<file path="src/rtl/inc_dec_if.sv">
// ---------------------------------------------------------------------------
// inc_dec_if: operand/result bundle for the inc_dec unit.
//
//   in      operand (N bits)
//   mode    0 = increment, 1 = decrement
//   en      capture enable for the registered outputs
//   out     combinational result (N bits)
//   wrap    combinational: the step crossed the range boundary
//   out_q   registered result (N bits)
//   wrap_q  registered wrap
//   valid_q registered: out_q holds a captured result
//
// The master modport drives the operand side; the slave (the unit) returns
// both the combinational and the registered results.
// ---------------------------------------------------------------------------
interface inc_dec_if #(
  parameter int N = 4
);

  logic [N-1:0] in;
  logic         mode;
  logic         en;
  logic [N-1:0] out;
  logic         wrap;
  logic [N-1:0] out_q;
  logic         wrap_q;
  logic         valid_q;

  modport master (
    output in, mode, en,
    input  out, wrap, out_q, wrap_q, valid_q
  );

  modport slave (
    input  in, mode, en,
    output out, wrap, out_q, wrap_q, valid_q
  );

endinterface

</file>
<file path="src/rtl/inc_dec.sv">
// ---------------------------------------------------------------------------
// inc_dec: N-bit +/-1 step unit with a one-cycle registered copy.
//
// Parameters
//   N    data width in bits (N >= 1)
//   SAT  0 = modular wrap, 1 = saturate at the range ends
//
// Ports
//   clk    system clock, rising edge
//   rst_n  asynchronous, active-low reset (clears the registered copy only)
//   bus    inc_dec_if slave:
//            in, mode, en          -> operand, direction, capture enable
//            out, wrap             <- combinational result and boundary flag
//            out_q, wrap_q, valid_q <- registered copy, updated when en=1
//
// The combinational path ignores clk and rst_n entirely. The registered path
// captures out/wrap on a rising edge with en=1 and holds otherwise.
// ---------------------------------------------------------------------------
module inc_dec #(
  parameter int N   = 4,
  parameter bit SAT = 1'b0
) (
  input  logic         clk,
  input  logic         rst_n,
  inc_dec_if.slave     bus
);

  localparam logic [N-1:0] ONE = N'(1);

  logic [N-1:0] step;
  logic         at_max;
  logic         at_min;
  logic         wrap_c;
  logic [N-1:0] out_c;

  logic [N-1:0] out_r;
  logic         wrap_r;
  logic         valid_r;

  // -------------------------------------------------------------------------
  // Combinational step. The boundary is detected on the operand itself, so
  // no carry bit is ever formed: in+1 / in-1 are plain N-bit modular results.
  // -------------------------------------------------------------------------
  always_comb begin
    // NOTE: every variable gets a value before any branch so no latch forms.
    step   = '0;
    at_max = &bus.in;
    at_min = ~|bus.in;
    wrap_c = 1'b0;
    out_c  = '0;

    step   = bus.mode ? (bus.in - ONE) : (bus.in + ONE);
    wrap_c = bus.mode ? at_min : at_max;

    // Saturation pins the result at the end already reached: that end is
    // exactly the operand, so wrap still reports the boundary hit.
    if (SAT && wrap_c) begin
      out_c = bus.in;
    end else begin
      out_c = step;
    end
  end

  assign bus.out  = out_c;
  assign bus.wrap = wrap_c;

  // -------------------------------------------------------------------------
  // Registered copy. Reset clears it asynchronously and keeps it clear for as
  // long as rst_n is low; en=0 holds the last capture.
  // -------------------------------------------------------------------------
  always_ff @(posedge clk or negedge rst_n) begin
    if (!rst_n) begin
      // NOTE: non-blocking assignments keep all three flops sampling the same
      // pre-edge values, independent of statement order.
      out_r   <= '0;
      wrap_r  <= 1'b0;
      valid_r <= 1'b0;
    end else if (bus.en) begin
      out_r   <= out_c;
      wrap_r  <= wrap_c;
      valid_r <= 1'b1;
    end
  end

  assign bus.out_q   = out_r;
  assign bus.wrap_q  = wrap_r;
  assign bus.valid_q = valid_r;

endmodule

</file>
<file path="src/flat_wrapper.sv">
// flat-port wrapper written by rule: the top's interface ports become plain ports
module inc_dec_flat 
#(
  parameter int N   = 4,
  parameter bit SAT = 1'b0
)
  (clk, rst_n, bus_in, bus_mode, bus_en, bus_out, bus_wrap, bus_out_q, bus_wrap_q, bus_valid_q);
  inc_dec_if #(.N(N)) bus_i ();
  input  logic clk;
  input  logic rst_n;
  input wire logic [$bits(bus_i.in)-1:0] bus_in;
  input wire logic [$bits(bus_i.mode)-1:0] bus_mode;
  input wire logic [$bits(bus_i.en)-1:0] bus_en;
  output wire logic [$bits(bus_i.out)-1:0] bus_out;
  output wire logic [$bits(bus_i.wrap)-1:0] bus_wrap;
  output wire logic [$bits(bus_i.out_q)-1:0] bus_out_q;
  output wire logic [$bits(bus_i.wrap_q)-1:0] bus_wrap_q;
  output wire logic [$bits(bus_i.valid_q)-1:0] bus_valid_q;
  assign bus_i.in = bus_in;
  assign bus_i.mode = bus_mode;
  assign bus_i.en = bus_en;
  assign bus_out = bus_i.out;
  assign bus_wrap = bus_i.wrap;
  assign bus_out_q = bus_i.out_q;
  assign bus_wrap_q = bus_i.wrap_q;
  assign bus_valid_q = bus_i.valid_q;
  inc_dec #(.N(N), .SAT(SAT)) u_core (.clk(clk), .rst_n(rst_n), .bus(bus_i));
endmodule
</file>
<file path="config.mk">
export PLATFORM = sky130hd
export DESIGN_NAME = inc_dec_flat
export DESIGN_NICKNAME = d
export VERILOG_FILES = /design/src/rtl/inc_dec_if.sv /design/src/rtl/inc_dec.sv /design/src/flat_wrapper.sv
export SDC_FILE = /design/constraint.sdc
export NUM_CORES = 1
export LEC_CHECK = 0
export ABC_AREA = 1
export BUFFER_PORTS_ARGS = -buffer_cell sky130_fd_sc_hd__buf_4
export CAP_MARGIN = 15
export CORE_AREA = 4 4 41 43
export CTS_BUF_LIST = sky130_fd_sc_hd__clkbuf_16
export DETAILED_ROUTE_END_ITERATION = 8
export DIE_AREA = 0 0 45 47
export PLACE_DENSITY_LB_ADDON = 0.1
export RECOVER_POWER = 100
export SYNTH_ARGS = -nofsm -noshare
export SYNTH_HDL_FRONTEND = slang
export SYNTH_SLANG_ARGS = --single-unit
export TNS_END_PERCENT = 5
</file>
<file path="constraint.sdc">
create_clock -name clk -period 1.5 [get_ports clk]
set_input_delay 0.15 -clock clk [delete_from_list [all_inputs] [get_ports clk]]
set_output_delay 0.15 -clock clk [all_outputs]
set_load 0.05 [all_outputs]
</file>
* Word-level counts from Yosys, hierarchy flattened *
Index checks and enable logic that the tools add are counted.

word-level totals
  output and inout port bits = 11
  bits in registers = 6

cells by class
  add/sub/neg operators = 2
  reductions and logical operators = 3
  multiplexer cells = 2

operators with widths
  cell                   count
  $add A4 B1 Y4 const B  1
  $mux W4                1
  $reduce_and A4 Y1      1
  $reduce_or A4 Y1       1
  $sub A4 B1 Y4 const B  1
  $logic_not A1 Y1       1
  $mux W1                1

* Logic depth before layout (Yosys ltp) *
  depth in word-level cells = 3
  mapped depth = 7
  gate-level depth less buffers = 7

* Least setup slack after synthesis *
Ideal clock, no wire load.

  path kind = input to register
  start = in bus_in[0]
  end = reg u_core.out_r[2], in the netlist u_core.bus.out_q[2]
  setup time = 0.069 ns
  buffers on the path = 0
  stages on the path = 5
  path slack = -0.457 ns
  data arrival time = 1.889 ns
  cells stage by stage = inv_1 -> fa_1 -> xnor2_1 -> nand2_1 -> nand2_1

between the ends
  longest elaborated chain between the ends = 2
  elaborated cells between the ends (all ways) = 3
  classes of those cells = 2 x add/sub; 1 x mux

ends and longest elaborated chain
  element                                                line                text
  start: declaration                                     flat_wrapper.sv:11  input wire logic [$bits(bus_i.in)-1:0] bus_in;
  $add A4 B1 Y4 / $sub A4 B1 Y4 (equally long branches)  inc_dec.sv:52       step = bus.mode ? (bus.in - ONE) : (bus.in + ONE);
  $mux W4 *                                              inc_dec.sv:52
  net bus_out[2]                                         flat_wrapper.sv:14  output wire logic [$bits(bus_i.out)-1:0] bus_out;
  end signal: assignment                                 inc_dec.sv:79       out_r <= out_c;
  end: declaration                                       inc_dec.sv:36       logic [N-1:0] out_r;

The timed path passes the listed nets; every way through them passes the cells marked *.
A chain may end at the register's enable or synchronous reset.

* Final worst setup path *
  start = in bus_mode
  end = out bus_out[2]

between the ends
  longest elaborated chain between the ends = 1

ends and longest elaborated chain
  element             line                text
  start: declaration  flat_wrapper.sv:12  input wire logic [$bits(bus_i.mode)-1:0] bus_mode;
  $mux W4             inc_dec.sv:52
  end: declaration    flat_wrapper.sv:14

No other way between the ends.

==> metrics.txt <==
Fillers=between 100 and 150; Adder-Cell Fraction of Synth Area=approximately an eighth; Worst Setup Path Type=input pin to primary output; # nets final=83; remaining antenna violation count=0; hold worst-path end=u_core.bus.out_q[0]; largest family of logic cells by synthesized area=simple AND/OR/NAND/NOR gates; Yosys Warn Count=0; hold_ws=approximately 0.16 ns; Place WS=roughly 0.11 ns; remaining global-route overflow=0; RSZ-0062 raised after global routing=false; synth unique cells=15; post-route core utilization=45.7%; Compound-Gate Fraction of Synth Area=under 10%; status=completed; crit path max-delay cell type=fa_1; Mapped Nets=between 50 and 60; simple-gate share of the synthesized area=34.5%; r2r setup slk=about 0.75 ns; Syn Area/Cell=~7.8 sq um; Ports=19; WL final=850 microns; crit-path cells=buf_4, inv_1, fa_1, xnor2_4, buf_2; hold_buf cts=1; Synth top area share=41.0%; Max-Cap Viols=0; Syn Inst Count=47; initial antenna violation count=0; DRT iter0 DRCs=3; final-report setup violation count=0; pin count of the biggest net entering global routing=8; Max Clk Rate=a little over 700 MHz; DRC=0; xor/xnor share of the synthesized area=under 10%; Worst-path clk slew=approximately 0.030 ns; Die Y=about 47 microns; power density cells=around 1400 nW/um^2; Critical R2R Capture=u_core.bus.valid_q; Switch Pwr=0.268 mW; post-CTS setup buffers=0; skew final=0 ns; Die Width=about 45 microns; largest fanout on the critical path=5; Period minus WS final=between 1 and 1.5 ns; CTS buffer count=3; CP arrival=1.27 ns; H-tree depth=1; Required @ worst endpoint=about 1.4 ns; Final Max Slew Viols=0; VDD IR-drop max=0.525 mV; max_slew headroom=around three fifths; DIE AREA=2120 sq um; ranking of synthesized cells by area=dfrtp_1 (41%), nand2_1 (16%), ha_1 (6.8%); Netlist Area Pre-Place=~370 sq um; CP Capture Type=primary output; Hold Crit Class=input pin to flop; slowest cell delay on critical path=0.50 ns; first-pass GRT wire length=1.28 mm; GRT Overall Usage=9.06%; share of layout cells above drive strength 1=25.7%; Reg2Reg Depth=1; Logic pwr share=about 29%; hold path start=bus_in[0]; clk sinks=6; DRT Pass-1 Iters=2; dpl cells=81; Hold Vio Cnt, Final=0; Final Wtd Congestion=0.635; IO Port Bufs=18; fin cells=85; routed len/inst=approximately 10 microns; R2R Path Start=u_core.bus.valid_q; TritonCTS clock tree=built; n_diodes=0; Clock Power Share=roughly half; initial core utilization=28.2%; Yosys reg bits=6; # rows=13; multiplexer area fraction after synthesis=0%; design internal power=roughly 0.6 mW; worst slew pin tran=approximately 0.60 ns; final setup margin=approximately 0.084 ns; Multi-input gate area=between 200 and 250 sq um; cts repair resizes=0; sw frac=a little under a third; area leader, netlist=dfrtp_1; CTS Buffer Depth=2; Root Driver=clkbuf_16; Seq pwr share=between 20% and 30%; post-DR vias/cell=between 4 and 5; Core Box Area=approximately 1300 sq um; Detail Placement HPWL=between 700 and 800 microns; post-synthesis sequential area ratio=between 40% and 50%; Fin Setup TNS=0 ns; vias in the first global route=roughly 300; Skew-Pair Late Insertion Delay=roughly 0.23 ns; crit start category=input pin; Vias=approximately 370; static power due to leakage=0.313 nW; sequential cell area=150 sq um; P&R area growth vs syn=62.1%; crit share post-route=between 90% and 100%; Worst Hold Depth=2
## metrics by stage
stage          power (mW)  instance area [sq um]
2_1_floorplan       0.371                    385
3_3_place_gp        0.460                    547
3_5_place_dp        0.462                    547
4_1_cts             0.894                    632
5_1_grt             0.900                    594
6_report            0.857                    594
## layout by cell type, fill, tap and decap left out, drive strengths merged, types with 2 or more instances in the layout
cell type,netlist,layout
buf,0,9
clkbuf,0,13
dfrtp,6,6
ha,2,2
inv,7,7
nand2,18,18
nand3,3,3
nor2,2,2
o21ai,2,2
or2,3,3
## per-layer routing
layer / GRT usage [%] / part of all wire, %
met1: 11.1 / 43
met2: 11.9 / 42
met3: 1.15 / 11
met4: 12.3 / 3.3
met5: 0 / 0
## sequential cells by signal (all words and copies together), names as in the netlist
name,cells
u_core.bus.out_q,4
u_core.bus.wrap_q,1
u_core.bus.valid_q,1
## cell type report
class / instances / share of cell area (%)
Clock buffer: 3 / 12.6
Inverter: 7 / 4.42
Multi-Input combinational cell: 34 / 35.2
Sequential cell: 6 / 25.3
Tap cell: 15 / 3.16
Timing Repair Buffer: 20 / 19.4
## synthesized netlist by cell type
master and count:
nand2_1 16, dfrtp_1 6, inv_1 6, nand3_1 3, ha_1 2, nand2_2 2
nor2_1 2, o21ai_0 2, or2_1 2, and2_1 1, fa_1 1, inv_2 1
nand4_1 1, or2_2 1, xnor2_1 1
## worst max-delay path: cells and delay by family
kind,cells,cell delay (ns)
buf+inv,3,0.46
fa+ha+maj,1,0.50
xor+xnor,1,0.16
## power by group through the flow
| stage | clock [mW] | sequential, mW | combinational (mW) |
|---|---|---|---|
| floorplan | 0 | 0.248 | 0.124 |
| global placement | 0 | 0.191 | 0.270 |
| detailed placement | 0 | 0.191 | 0.271 |
| CTS | 0.432 | 0.189 | 0.273 |
| global route | 0.446 | 0.191 | 0.264 |
| finish | 0.423 | 0.188 | 0.245 |
## worst max-delay path by stage
stage | from | to | slack (ns) | cells past startpoint
after floorplan | bus_in[0] | u_core.bus.out_q[2] | -0.003 | 5
after global placement | bus_mode | bus_out[3] | 0.12 | 7
after global routing | bus_mode | bus_out[3] | 0.03 | 7
final | bus_mode | bus_out[2] | 0.08 | 5
after detailed placement | bus_mode | bus_out[3] | 0.11 | 7
after CTS | bus_mode | bus_out[3] | 0.11 | 7
## kinds of logic (layout without fill, tap and decap cells)
kind of cell / Yosys count / in the layout
flip-flops: 6 / 6
adder cells (fa/ha/maj): 3 / 3
XOR/XNOR: 1 / 1
buffers and inverters: 7 / 30
AO/OA/AOI/OAI: 2 / 2
AND/OR/NAND/NOR: 28 / 28
No activity file was read; power rests on OpenSTA's default activity.
